$ cat src/rtl/fwd_hazard_unit.sv
// fwd_hazard_unit
//   Control side of the EX-stage 3-input operand forwarding mux. Tracks a
//   shadow pipeline of destination-register info (ex, mem, wb), compares the
//   ID-stage sources against it, registers the resulting mux selects so they
//   line up with the instruction when it reaches EX, and raises a
//   combinational stall on a load-use hazard.
//
//   Ports
//     clk, rst_n            clock, synchronous active-low reset
//     hold                  freeze every register (memory wait)
//     flush                 kill the ID instruction (bubble into EX)
//     id_valid              ID holds a real instruction
//     id_rs, id_rt          ID source registers
//     id_use_rs, id_use_rt  the source is actually read
//     id_rd                 ID destination register
//     id_regwrite           ID instruction writes the register file
//     id_memread            ID instruction is a load
//     stall                 hold PC and IF/ID, bubble into EX
//     fwd_a_sel, fwd_b_sel  0 = regfile, 1 = MEM/WB value, 2 = EX/MEM result
//     stall_count           saturating count of stall cycles
module fwd_hazard_unit #(
  parameter int REG_W = 5,
  parameter int CNT_W = 16
) (
  input  logic             clk,
  input  logic             rst_n,
  input  logic             hold,
  input  logic             flush,
  input  logic             id_valid,
  input  logic [REG_W-1:0] id_rs,
  input  logic [REG_W-1:0] id_rt,
  input  logic             id_use_rs,
  input  logic             id_use_rt,
  input  logic [REG_W-1:0] id_rd,
  input  logic             id_regwrite,
  input  logic             id_memread,
  output logic             stall,
  output logic [1:0]       fwd_a_sel,
  output logic [1:0]       fwd_b_sel,
  output logic [CNT_W-1:0] stall_count
);

  typedef struct packed {
    logic             valid;
    logic [REG_W-1:0] rd;
    logic             regwrite;
    logic             memread;
  } stage_t;

  localparam logic [1:0] SEL_RF  = 2'd0;
  localparam logic [1:0] SEL_MEM = 2'd1;
  localparam logic [1:0] SEL_EX  = 2'd2;

  stage_t ex_stg, mem_stg, wb_stg;
  stage_t id_stg;

  logic       use_a, use_b;
  logic       ex_hit_a, ex_hit_b, mem_hit_a, mem_hit_b;
  logic       load_hit;
  logic [1:0] a_sel_nxt, b_sel_nxt;

  // wb is visibility-only; folding it here keeps it referenced.
  logic unused_wb;
  assign unused_wb = ^wb_stg;

  function automatic logic writes(input stage_t s, input logic [REG_W-1:0] r);
    return s.valid & s.regwrite & (s.rd == r) & (r != '0);
  endfunction

  always_comb begin
    id_stg.valid    = id_valid;
    id_stg.rd       = id_rd;
    id_stg.regwrite = id_regwrite;
    id_stg.memread  = id_memread;

    use_a     = id_valid & id_use_rs;
    use_b     = id_valid & id_use_rt;
    ex_hit_a  = use_a & writes(ex_stg, id_rs);
    ex_hit_b  = use_b & writes(ex_stg, id_rt);
    mem_hit_a = use_a & writes(mem_stg, id_rs);
    mem_hit_b = use_b & writes(mem_stg, id_rt);

    // youngest producer wins
    a_sel_nxt = SEL_RF;
    if (ex_hit_a)       a_sel_nxt = SEL_EX;
    else if (mem_hit_a) a_sel_nxt = SEL_MEM;

    b_sel_nxt = SEL_RF;
    if (ex_hit_b)       b_sel_nxt = SEL_EX;
    else if (mem_hit_b) b_sel_nxt = SEL_MEM;

    // load result not available until MEM: one bubble, then forward from MEM/WB
    load_hit = ex_stg.valid & ex_stg.memread & (ex_hit_a | ex_hit_b);
    stall    = rst_n & id_valid & ~flush & load_hit;
  end

  // reset overrides hold; hold freezes everything else
  always_ff @(posedge clk) begin
    if (!rst_n) begin
      ex_stg      <= '0;
      mem_stg     <= '0;
      wb_stg      <= '0;
      fwd_a_sel   <= SEL_RF;
      fwd_b_sel   <= SEL_RF;
      stall_count <= '0;
    end else if (!hold) begin
      mem_stg <= ex_stg;
      wb_stg  <= mem_stg;
      if (flush || stall) begin
        ex_stg    <= '0;
        fwd_a_sel <= SEL_RF;
        fwd_b_sel <= SEL_RF;
      end else begin
        ex_stg    <= id_stg;
        fwd_a_sel <= a_sel_nxt;
        fwd_b_sel <= b_sel_nxt;
      end
      if (stall && (stall_count != '1))
        stall_count <= stall_count + CNT_W'(1);
    end
  end

endmodule

$ cat config.mk
export PLATFORM = sky130hd
export DESIGN_NAME = fwd_hazard_unit
export DESIGN_NICKNAME = d
export VERILOG_FILES = /design/src/rtl/fwd_hazard_unit.sv
export SDC_FILE = /design/constraint.sdc
export NUM_CORES = 1
export LEC_CHECK = 0
export CORE_UTILIZATION = 25
export DETAILED_ROUTE_END_ITERATION = 8
export GPL_TIMING_DRIVEN = 0
export MAX_ROUTING_LAYER = met4
export SYNTH_ARGS = -nofsm -noshare
export SYNTH_HDL_FRONTEND = slang
export SYNTH_SLANG_ARGS = --single-unit
$ cat constraint.sdc
create_clock -name clk -period 2.64 [get_ports clk]
set_input_delay 0.264 -clock clk [delete_from_list [all_inputs] [get_ports clk]]
set_output_delay 0.264 -clock clk [all_outputs]
set_load 0.03 [all_outputs]
# --- Word-level counts from Yosys, hierarchy flattened ---
# Index checks and enable logic that the tools add are counted.
word_totals:
  regBits: 35
  input_bits: 24
  out_inout_bits: 21
  wordCells: 52
op_classes:
  addsub: 1
  n_eq_ne: 5
  muxes: 7
  n_bitwise: 24
  n_reduce_logical: 5
ops:
  columns: ["cell", "n"]
  rows:
  - ["$and A1 B1 Y1", 21]
  - ["$eq A5 B5 Y1", 4]
  - ["$add A16 B1 Y16 const B", 1]
  - ["$ne A16 B16 Y1 const B", 1]
  - ["$reduce_bool A5 Y1", 2]
  - ["$mux W2", 4]
  - ["$mux W8", 1]
  - ["$mux W1", 2]
  - ["$not A1 Y1", 2]
  - ["$reduce_and A2 Y1", 1]
  - ["$logic_and A1 B1 Y1", 1]
  - ["$logic_or A1 B1 Y1", 1]
  - ["$or A1 B1 Y1", 1]

# --- Depth between registers and ports, before layout ---
# Gate-level depths: netlist (run 1).
logic_depth:
  depth_word: 9
  mapped_depth: 8
  ltp_nobuf: 6

# --- Worst setup path after synthesis (run 1) ---
# No wires, ideal clock.
synth_path:
  kind: "register to register"
  startpoint: "register ex_stg[3] (netlist name)"
  endpoint: "register ex_stg[0] (netlist name)"
  setup_ns: 0.117
  t_arrival_ns: 2.114
  required_ns: 2.523
  path_slack_ns: 0.409
  stages_incl_launch_ff: 7
  path_buffers: 0
  period_less_slack_ns: 2.231
  cell_sequence: "dfxtp_1 -> xnor2_1 -> nand4_1 -> or4_4 -> a21boi_1 -> nor4b_2 -> a22o_1"
synth_between:
  elab_chain_len: 9
  word_cells_on_any_way: 13
  cone_classes: "2 x eq/ne; 1 x mux; 9 x bitwise; 1 x reduce/logical"
synth_lines:
  columns: ["element", "line_no", "text"]
  rows:
  - ["from (decl)", "54", "stage_t ex_stg, mem_stg, wb_stg;"]
  - ["from (signal assigned)", "114", "ex_stg <= id_stg;"]
  - ["$eq A5 B5 Y1", "67", "return s.valid & s.regwrite & (s.rd == r) & (r != '0);"]
  - ["$and A1 B1 Y1 (2 in series)", "67", null]
  - ["$and A1 B1 Y1, on equally long branches", "78, 79", null]
  - ["$or A1 B1 Y1 (*)", "93", "load_hit = ex_stg.valid & ex_stg.memread & (ex_hit_a | ex_hit_b);"]
  - ["$and A1 B1 Y1 (*)", "93", null]
  - ["$and A1 B1 Y1 (*)", "94", "stall = rst_n & id_valid & ~flush & load_hit;"]
  - ["named net stall", "37", "output logic stall,"]
  - ["$logic_or A1 B1 Y1 (*)", "109", "if (flush || stall) begin"]
  - ["$mux W8 (*)", "109", null]
# Mark *: on every way through the listed nets, which the timed path passes. The rest lies on a longest branch.
# A chain may end at the register's enable or synchronous reset.

# --- Worst setup path after layout (run 1) ---
layout_path:
  startpoint: "input port id_rt[3]"
  endpoint: "output port stall"
layout_between:
  elab_chain_len: 7
  word_cells_on_any_way: 8
  cone_classes: "1 x eq/ne; 6 x bitwise; 1 x reduce/logical"
layout_lines:
  columns: ["element", "line_no", "text"]
  rows:
  - ["from (decl)", "31", "input logic [REG_W-1:0] id_rt,"]
  - ["$eq A5 B5 Y1", "67", null]
  - ["$and A1 B1 Y1", "67", null]
  - ["$and A1 B1 Y1 (*)", "67", null]
  - ["$and A1 B1 Y1 (*)", "79", "ex_hit_b = use_b & writes(ex_stg, id_rt);"]
  - ["$or A1 B1 Y1 (*)", "93", null]
  - ["$and A1 B1 Y1 (*)", "93", null]
  - ["$and A1 B1 Y1 (*)", "94", null]
  - ["to (decl)", "37", null]
# Every way passes the cells marked *; elsewhere a longest branch is shown, timed or not.

==> results of run 1 <==
==> power breakdown <==
group          total, mW  leakage [nW]  switching (mW)  internal (mW)
clock network      0.429        0.0515           0.191          0.238
registers          0.544         0.283         0.00900          0.535
logic             0.0997         0.476          0.0413         0.0583
==> metrics by stage <==
stage,setup TNS (ps),cell area [sq um],cells
detailed placement,-2660,2320,332
global route,0,2440,340
CTS,0,2420,340
finish,0,2440,340
global placement,-2390,2320,332
floorplan,0,1770,193
==> path summary, 6_finish.rpt <==
| check | end | slack, ps | startpoint |
|---|---|---|---|
| max | stall | 130 | id_rt[3] |
| min | mem_stg[1]$_SDFFE_PN0N_ | 420 | hold |
| max reg2reg | stall_count[11]$_SDFFE_PN0P_ | 180 | ex_stg[6]$_SDFFE_PN0N_ |
| min reg2reg | fwd_a_sel[0]$_SDFFE_PN0N_ | 470 | fwd_a_sel[0]$_SDFFE_PN0N_ |
==> per-layer routing <==
layer / global-route usage / up-vias
li1: - / 811
met4: 0.0455 / 0
met3: 0.0257 / 4
met2: 0.190 / 36
met5: - / -
met1: 0.165 / 759
==> kinds of logic after synthesis <==
kind of cell	count (synthesis)
AO/OA/AOI/OAI	40
XOR/XNOR	21
buffers and inverters	13
flip-flops	35
multiplexers	10
adder cells (fa/ha/maj)	1
AND/OR/NAND/NOR	73
==> timing repair <==
item,in CTS,in global routing
pin swaps,0,0
setup endpoints to repair,1,6
cloned,0,0
resized for setup,2,8
==> registers in the layout, indices dropped and copies added (netlist names) <==
register     flops
ex_stg           8
mem_stg          7
fwd_b_sel        2
stall_count     16
fwd_a_sel        2
==> worst max-delay path: stages <==
cell and delay (ps):
sky130_fd_sc_hd__clkdlybuf4s50_1 530, sky130_fd_sc_hd__or4_1 130, sky130_fd_sc_hd__o21ai_1 70, sky130_fd_sc_hd__or4_4 580, sky130_fd_sc_hd__a21boi_2 260, sky130_fd_sc_hd__clkdlybuf4s15_1 400
==> layout by cell type, fill, tap and decap left out, types with 2 or more instances in the layout <==
cell type / instances
sky130_fd_sc_hd__a21boi_1: 5
sky130_fd_sc_hd__a21oi_1: 2
sky130_fd_sc_hd__a22o_1: 7
sky130_fd_sc_hd__and2_1: 4
sky130_fd_sc_hd__clkbuf_1: 6
sky130_fd_sc_hd__clkbuf_8: 7
sky130_fd_sc_hd__clkdlybuf4s50_1: 39
sky130_fd_sc_hd__dfxtp_1: 35
sky130_fd_sc_hd__dlymetal6s2s_1: 3
sky130_fd_sc_hd__inv_1: 4
sky130_fd_sc_hd__mux2i_1: 10
sky130_fd_sc_hd__nand2_1: 13
sky130_fd_sc_hd__nand2b_1: 4
sky130_fd_sc_hd__nand3_1: 8
sky130_fd_sc_hd__nand4_1: 8
sky130_fd_sc_hd__nor2_1: 4
sky130_fd_sc_hd__nor2b_1: 10
sky130_fd_sc_hd__nor3_1: 4
sky130_fd_sc_hd__nor4_1: 6
sky130_fd_sc_hd__o211ai_1: 2
sky130_fd_sc_hd__o21a_1: 6
sky130_fd_sc_hd__o21ai_0: 2
sky130_fd_sc_hd__o21ai_1: 4
sky130_fd_sc_hd__o311ai_1: 2
sky130_fd_sc_hd__o31ai_1: 6
sky130_fd_sc_hd__o41ai_1: 2
sky130_fd_sc_hd__or3_1: 2
sky130_fd_sc_hd__or4_1: 5
sky130_fd_sc_hd__or4_4: 2
sky130_fd_sc_hd__xnor2_1: 14
sky130_fd_sc_hd__xor2_1: 7
==> area by class of cell <==
type / instances / area, sq um
fill: 731 / 4390
multi-input combinational: 145 / 1020
sequential: 35 / 701
timing repair buffer: 43 / 438
tap: 96 / 120
clock buffer: 8 / 100
buffer: 9 / 40.0
inverter: 4 / 15.0
==> summary.txt, run 1 <==
Status: finished clean
Pwr per Cell Area: 440 nW/um^2
Final nets: 268
Maximum fanout along the worst path: 4
Final hold slack: 423 ps
Total power consumption of the routed design: 1.07 mW
Share of the cycle needed by the critical path after routing: 0.951
Average cell area after synthesis: 9.18 sq um
Drt first-iter violations: 71
Count of antenna-violating nets left after detailed routing: 0
Worst hold path type: primary input to flip-flop
WL met3: 151 um
Number of setup buffers added after CTS: 0
Layout overhead on the synthesized area: 37.6%
IO Pins: 45
Flip-flop and latch count after synthesis: 35
Number of different library cells in the post-synthesis netlist: 35
Die Y: 86.2 um
Standby leakage power: 0.810 nW
Maximum vdd drop: 0.000171 V
Number of hold buffers added after CTS: 0
Async set-or-reset flop fraction in the synthesized netlist: 0
Number of vias in the routed layout: 1,610
Drt pass-1 iters: 4
End-of-flow core utilization: 0.357
Endpoint arrival time on the critical path: 2250 ps
CP Data Required Time: 2380 ps
Initial antenna violation count: 0
Crit path capture type: primary output
Most area-hungry cell type in the Yosys netlist: sky130_fd_sc_hd__dfxtp_1
Initial core utilization: 0.259
Placed wire-length estimate after detailed placement: 3.30 mm
Number of stages on the worst hold path: 3
Count of maximum capacitance violations: 0
Clock buffer depth: 2
Compound-cell area share of the yosys netlist: 0.167
Overall routed net length: 4.43 mm
Synth Net Count: 218
Fraction of synthesized area in multiplexers: 0.0565
First-pass GRT wire length: 7.01 mm
Dominant cells by area after synthesis: sky130_fd_sc_hd__dfxtp_1, sky130_fd_sc_hd__xnor2_1, sky130_fd_sc_hd__mux2i_1
Via-per-instance ratio: 4.74
Netlist area before placement: 1770 sq um
Pins over their slew limit: 0
Area of the die: 7430 sq um
Total count of hold-check failures in the final report: 0
Total setup violations reported at the end of the flow: 0
Register area share after synthesis: 0.395
Count of yosys warnings during synthesis: 0
Worst slack at placement: -301 ps
Number of levels the H-tree was split into: 2
Achievable Freq: 0.398 GHz
R2R depth: 8
Wl on met1: 2.19 mm
Antenna Diode Count: 0
Largest net degree at the start of global routing: 11
Row count: 30
RSZ-0062 raised after global routing: no
Clock tree skew after final layout: 3.53 ps
Number of remaining DRC errors: 0
Number of enable flip-flop cells after synthesis: 0
Number of global-route vias before repair: 1,438
Type of origin of the critical path: primary input
Clock tree from TritonCTS: yes
Placer congestion estimate: 0.809
Adder-cell share of the synthesized area: 0.00706
Post-synthesis share of cell area spent on and, or, nand and nor gates: 0.242
Headroom to the max-slew limit: 0.524
Clock network latency to the later pin of the worst-skew pair: 280 ps
CTS Buf Count: 5
Post-layout min period: 2510 ps
Routed wirelength normalized by instance count: 13.0 um
Number of buffer cells added on primary ports: 43
Top-count cell post-synth: sky130_fd_sc_hd__dfxtp_1
Top routing layer used: met4
Most common library cells after synthesis: sky130_fd_sc_hd__dfxtp_1, sky130_fd_sc_hd__xnor2_1, sky130_fd_sc_hd__nand2_1
Total track usage: 0.125
Main combinational cell family by area after synthesis: simple AND/OR/NAND/NOR gates
Dominant synthesized flop cell: sky130_fd_sc_hd__dfxtp_1
Xor-xnor portion of the synthesized cell area: 0.104
GR Overflow Total: 0
Amount of wire on met2 after detailed routing: 2.04 mm
Die width: 86.2 um
Fraction of layout cells with a size suffix above 1: 0.0574
Yosys top cell area share: 0.395
Type of the setup path with the least slack: primary input to primary output
Clock slew seen by the registers of the worst setup and hold paths: 70 ps
Measured slew at the worst slew-check pin: 713 ps
Worst-case setup margin in the final layout: 130 ps
Floorplan core area: 6830 sq um
Mapped Cells: 193
Cell at the root of the clock tree: sky130_fd_sc_hd__clkbuf_8
TritonCTS Sinks: 35
No activity file was read; power rests on OpenSTA's default activity.
==> inputs of run 2 (changes only) <==
--- a/config.mk
+++ b/config.mk
@@ -5,10 +5,11 @@
 export SDC_FILE = /design/constraint.sdc
 export NUM_CORES = 1
 export LEC_CHECK = 0
-export CORE_UTILIZATION = 25
+export CORE_UTILIZATION = 48
 export DETAILED_ROUTE_END_ITERATION = 8
 export GPL_TIMING_DRIVEN = 0
 export MAX_ROUTING_LAYER = met4
+export PLACE_DENSITY = 0.79
 export SYNTH_ARGS = -nofsm -noshare
 export SYNTH_HDL_FRONTEND = slang
 export SYNTH_SLANG_ARGS = --single-unit
==> summary.txt, run 2 (same netlist as run 1, synthesis figures left out) <==
Placed wire-length estimate after detailed placement: 2.96 mm
Register with the most flip-flops: stall_count
RSZ-0062 raised after global routing: no
Cell area after placement: 2260 sq um
Maximum vdd drop: 0.000312 V
Final nets: 268
Clock network latency to the later pin of the worst-skew pair: 280 ps
Drt pass-1 iters: 4
End-of-flow core utilization: 0.686
Final non-filler cell area: 2360 sq um
Headroom to the max-slew limit: 0.496
Fraction of layout cells with a size suffix above 1: 0.0615
Number of buffer cells added on primary ports: 43
Critical Path Slowest Stage Cell: sky130_fd_sc_hd__or4_4
Antenna Diode Count: 0
Count of maximum capacitance violations: 0
Pwr per Cell Area: 427 nW/um^2
Routed wirelength normalized by instance count: 14.0 um
Via-per-instance ratio: 5.68
Post-layout min period: 2540 ps
Worst-case setup margin in the final layout: 100 ps
Leading cell type in the layout, fill and taps excluded: sky130_fd_sc_hd__clkdlybuf4s50_1
TritonCTS Sinks: 35
Placer congestion estimate: 0.847
Setup tns final: 0 ps
Overall routed net length: 4.07 mm
Clock slew seen by the registers of the worst setup and hold paths: 70 ps
Share of the cycle needed by the critical path after routing: 0.962
Die Y: 62.8 um
IO Pins: 45
Cell at the root of the clock tree: sky130_fd_sc_hd__clkbuf_8
Endpoint arrival time on the critical path: 2280 ps
Clock tree skew after final layout: 5.01 ps
Register-to-register path setup slack: 240 ps
Floorplan core area: 3440 sq um
Crit path capture type: primary output
Number of global-route vias before repair: 1,511
Measured slew at the worst slew-check pin: 754 ps
Maximum fanout along the worst path: 4
Standby leakage power: 0.777 nW
Largest register FFs: 16
Row count: 21
Number of vias in the routed layout: 1,648
Status: finished clean
Drt first-iter violations: 135
Largest net degree at the start of global routing: 11
Top routing layer used: met4
Worst slack at placement: -271 ps
First-pass GRT wire length: 6.96 mm
Type of origin of the critical path: primary input
Die width: 62.8 um
GR Overflow Total: 0
Count of antenna-violating nets left after detailed routing: 0
Area of the die: 3940 sq um
Total count of hold-check failures in the final report: 0
CTS Buf Count: 5
Total track usage: 0.230
Register area: 701 sq um
Worst hold path type: primary input to flip-flop
Biggest cell delay along the critical path: 580 ps
Achievable Freq: 0.394 GHz
CP Data Required Time: 2380 ps
Multi-input logic area: 1040 sq um
Initial antenna violation count: 0
Layout overhead on the synthesized area: 33.3%
Most used cells in the layout excluding fill and tap cells: sky130_fd_sc_hd__clkdlybuf4s50_1, sky130_fd_sc_hd__dfxtp_1, sky130_fd_sc_hd__xnor2_1, sky130_fd_sc_hd__nand2_1
Largest registers in the final layout: stall_count: 16 flops, ex_stg: 8 flops, mem_stg: 7 flops
WL met3: 192 um
Number of levels the H-tree was split into: 2
Pins over their slew limit: 0
Total setup violations reported at the end of the flow: 0
Initial core utilization: 0.515
Fill count: 293
Clock tree from TritonCTS: yes
Ordered cell list for the critical path: clkdlybuf4s50_1, or4_1, o21ai_1, or4_4, a21boi_2, dlygate4sd2_1
Number of remaining DRC errors: 0
Clock buffer depth: 2
Amount of wire on met2 after detailed routing: 1.85 mm
Type of the setup path with the least slack: primary input to primary output
Number of hold buffers added after CTS: 0
Wl on met1: 1.95 mm
==> run 2: worst paths after layout <==
path,cells past startpoint,startpoint,end
setup / recovery,6,id_rt[1],stall
hold / removal,3,hold,mem_stg[1]$_SDFFE_PN0N_
hold reg to reg,2,fwd_b_sel[0]$_SDFFE_PN0N_,fwd_b_sel[0]$_SDFFE_PN0N_
setup reg to reg,8,ex_stg[5]$_SDFFE_PN0N_,stall_count[8]$_SDFFE_PN0P_
==> run 2: metrics by stage <==
stage	instances	hold WS, ps	power [mW]
floorplan	193	390	0.603
global placement	282	445	0.655
detailed placement	282	457	0.656
CTS	290	410	1.02
global route	290	479	1.06
finish	290	422	1.01
==> run 2: power breakdown <==
group          switching [mW]  leakage [nW]  internal (mW)
clock                   0.178        0.0422          0.185
sequential            0.00832         0.283          0.535
combinational          0.0435         0.452         0.0590
total                   0.230         0.777          0.779
==> run 2: critical path: cells and delay by family <==
kind                   cells  cell delay [ps]
AO/OA/AOI/OAI              2              310
buffers and inverters      2              980
AND/OR/NAND/NOR            2              730
==> run 2: metal layers <==
metal / GRT usage / vias to the layer above
met5: - / -
met3: 0.0438 / 7
met1: 0.305 / 776
met4: 0.0872 / 0
met2: 0.346 / 53
li1: - / 812
==> run 2: cell type report <==
| cell class | instances | area share |
|---|---|---|
| clock inverters | 1 | 0.00212 |
| flip-flops and latches | 35 | 0.297 |
| multi-input cells | 145 | 0.440 |
| clock buffers | 7 | 0.0323 |
| well taps | 46 | 0.0244 |
| inverters | 4 | 0.00636 |
| repair buffers | 43 | 0.182 |
| plain buffers | 9 | 0.0169 |
==> run 2: timing repair <==
action,in CTS,in global routing
gates cloned,0,0
setup buffers,0,0
pin swaps,0,0
gates resized for setup,1,6
setup endpoints to repair,1,3
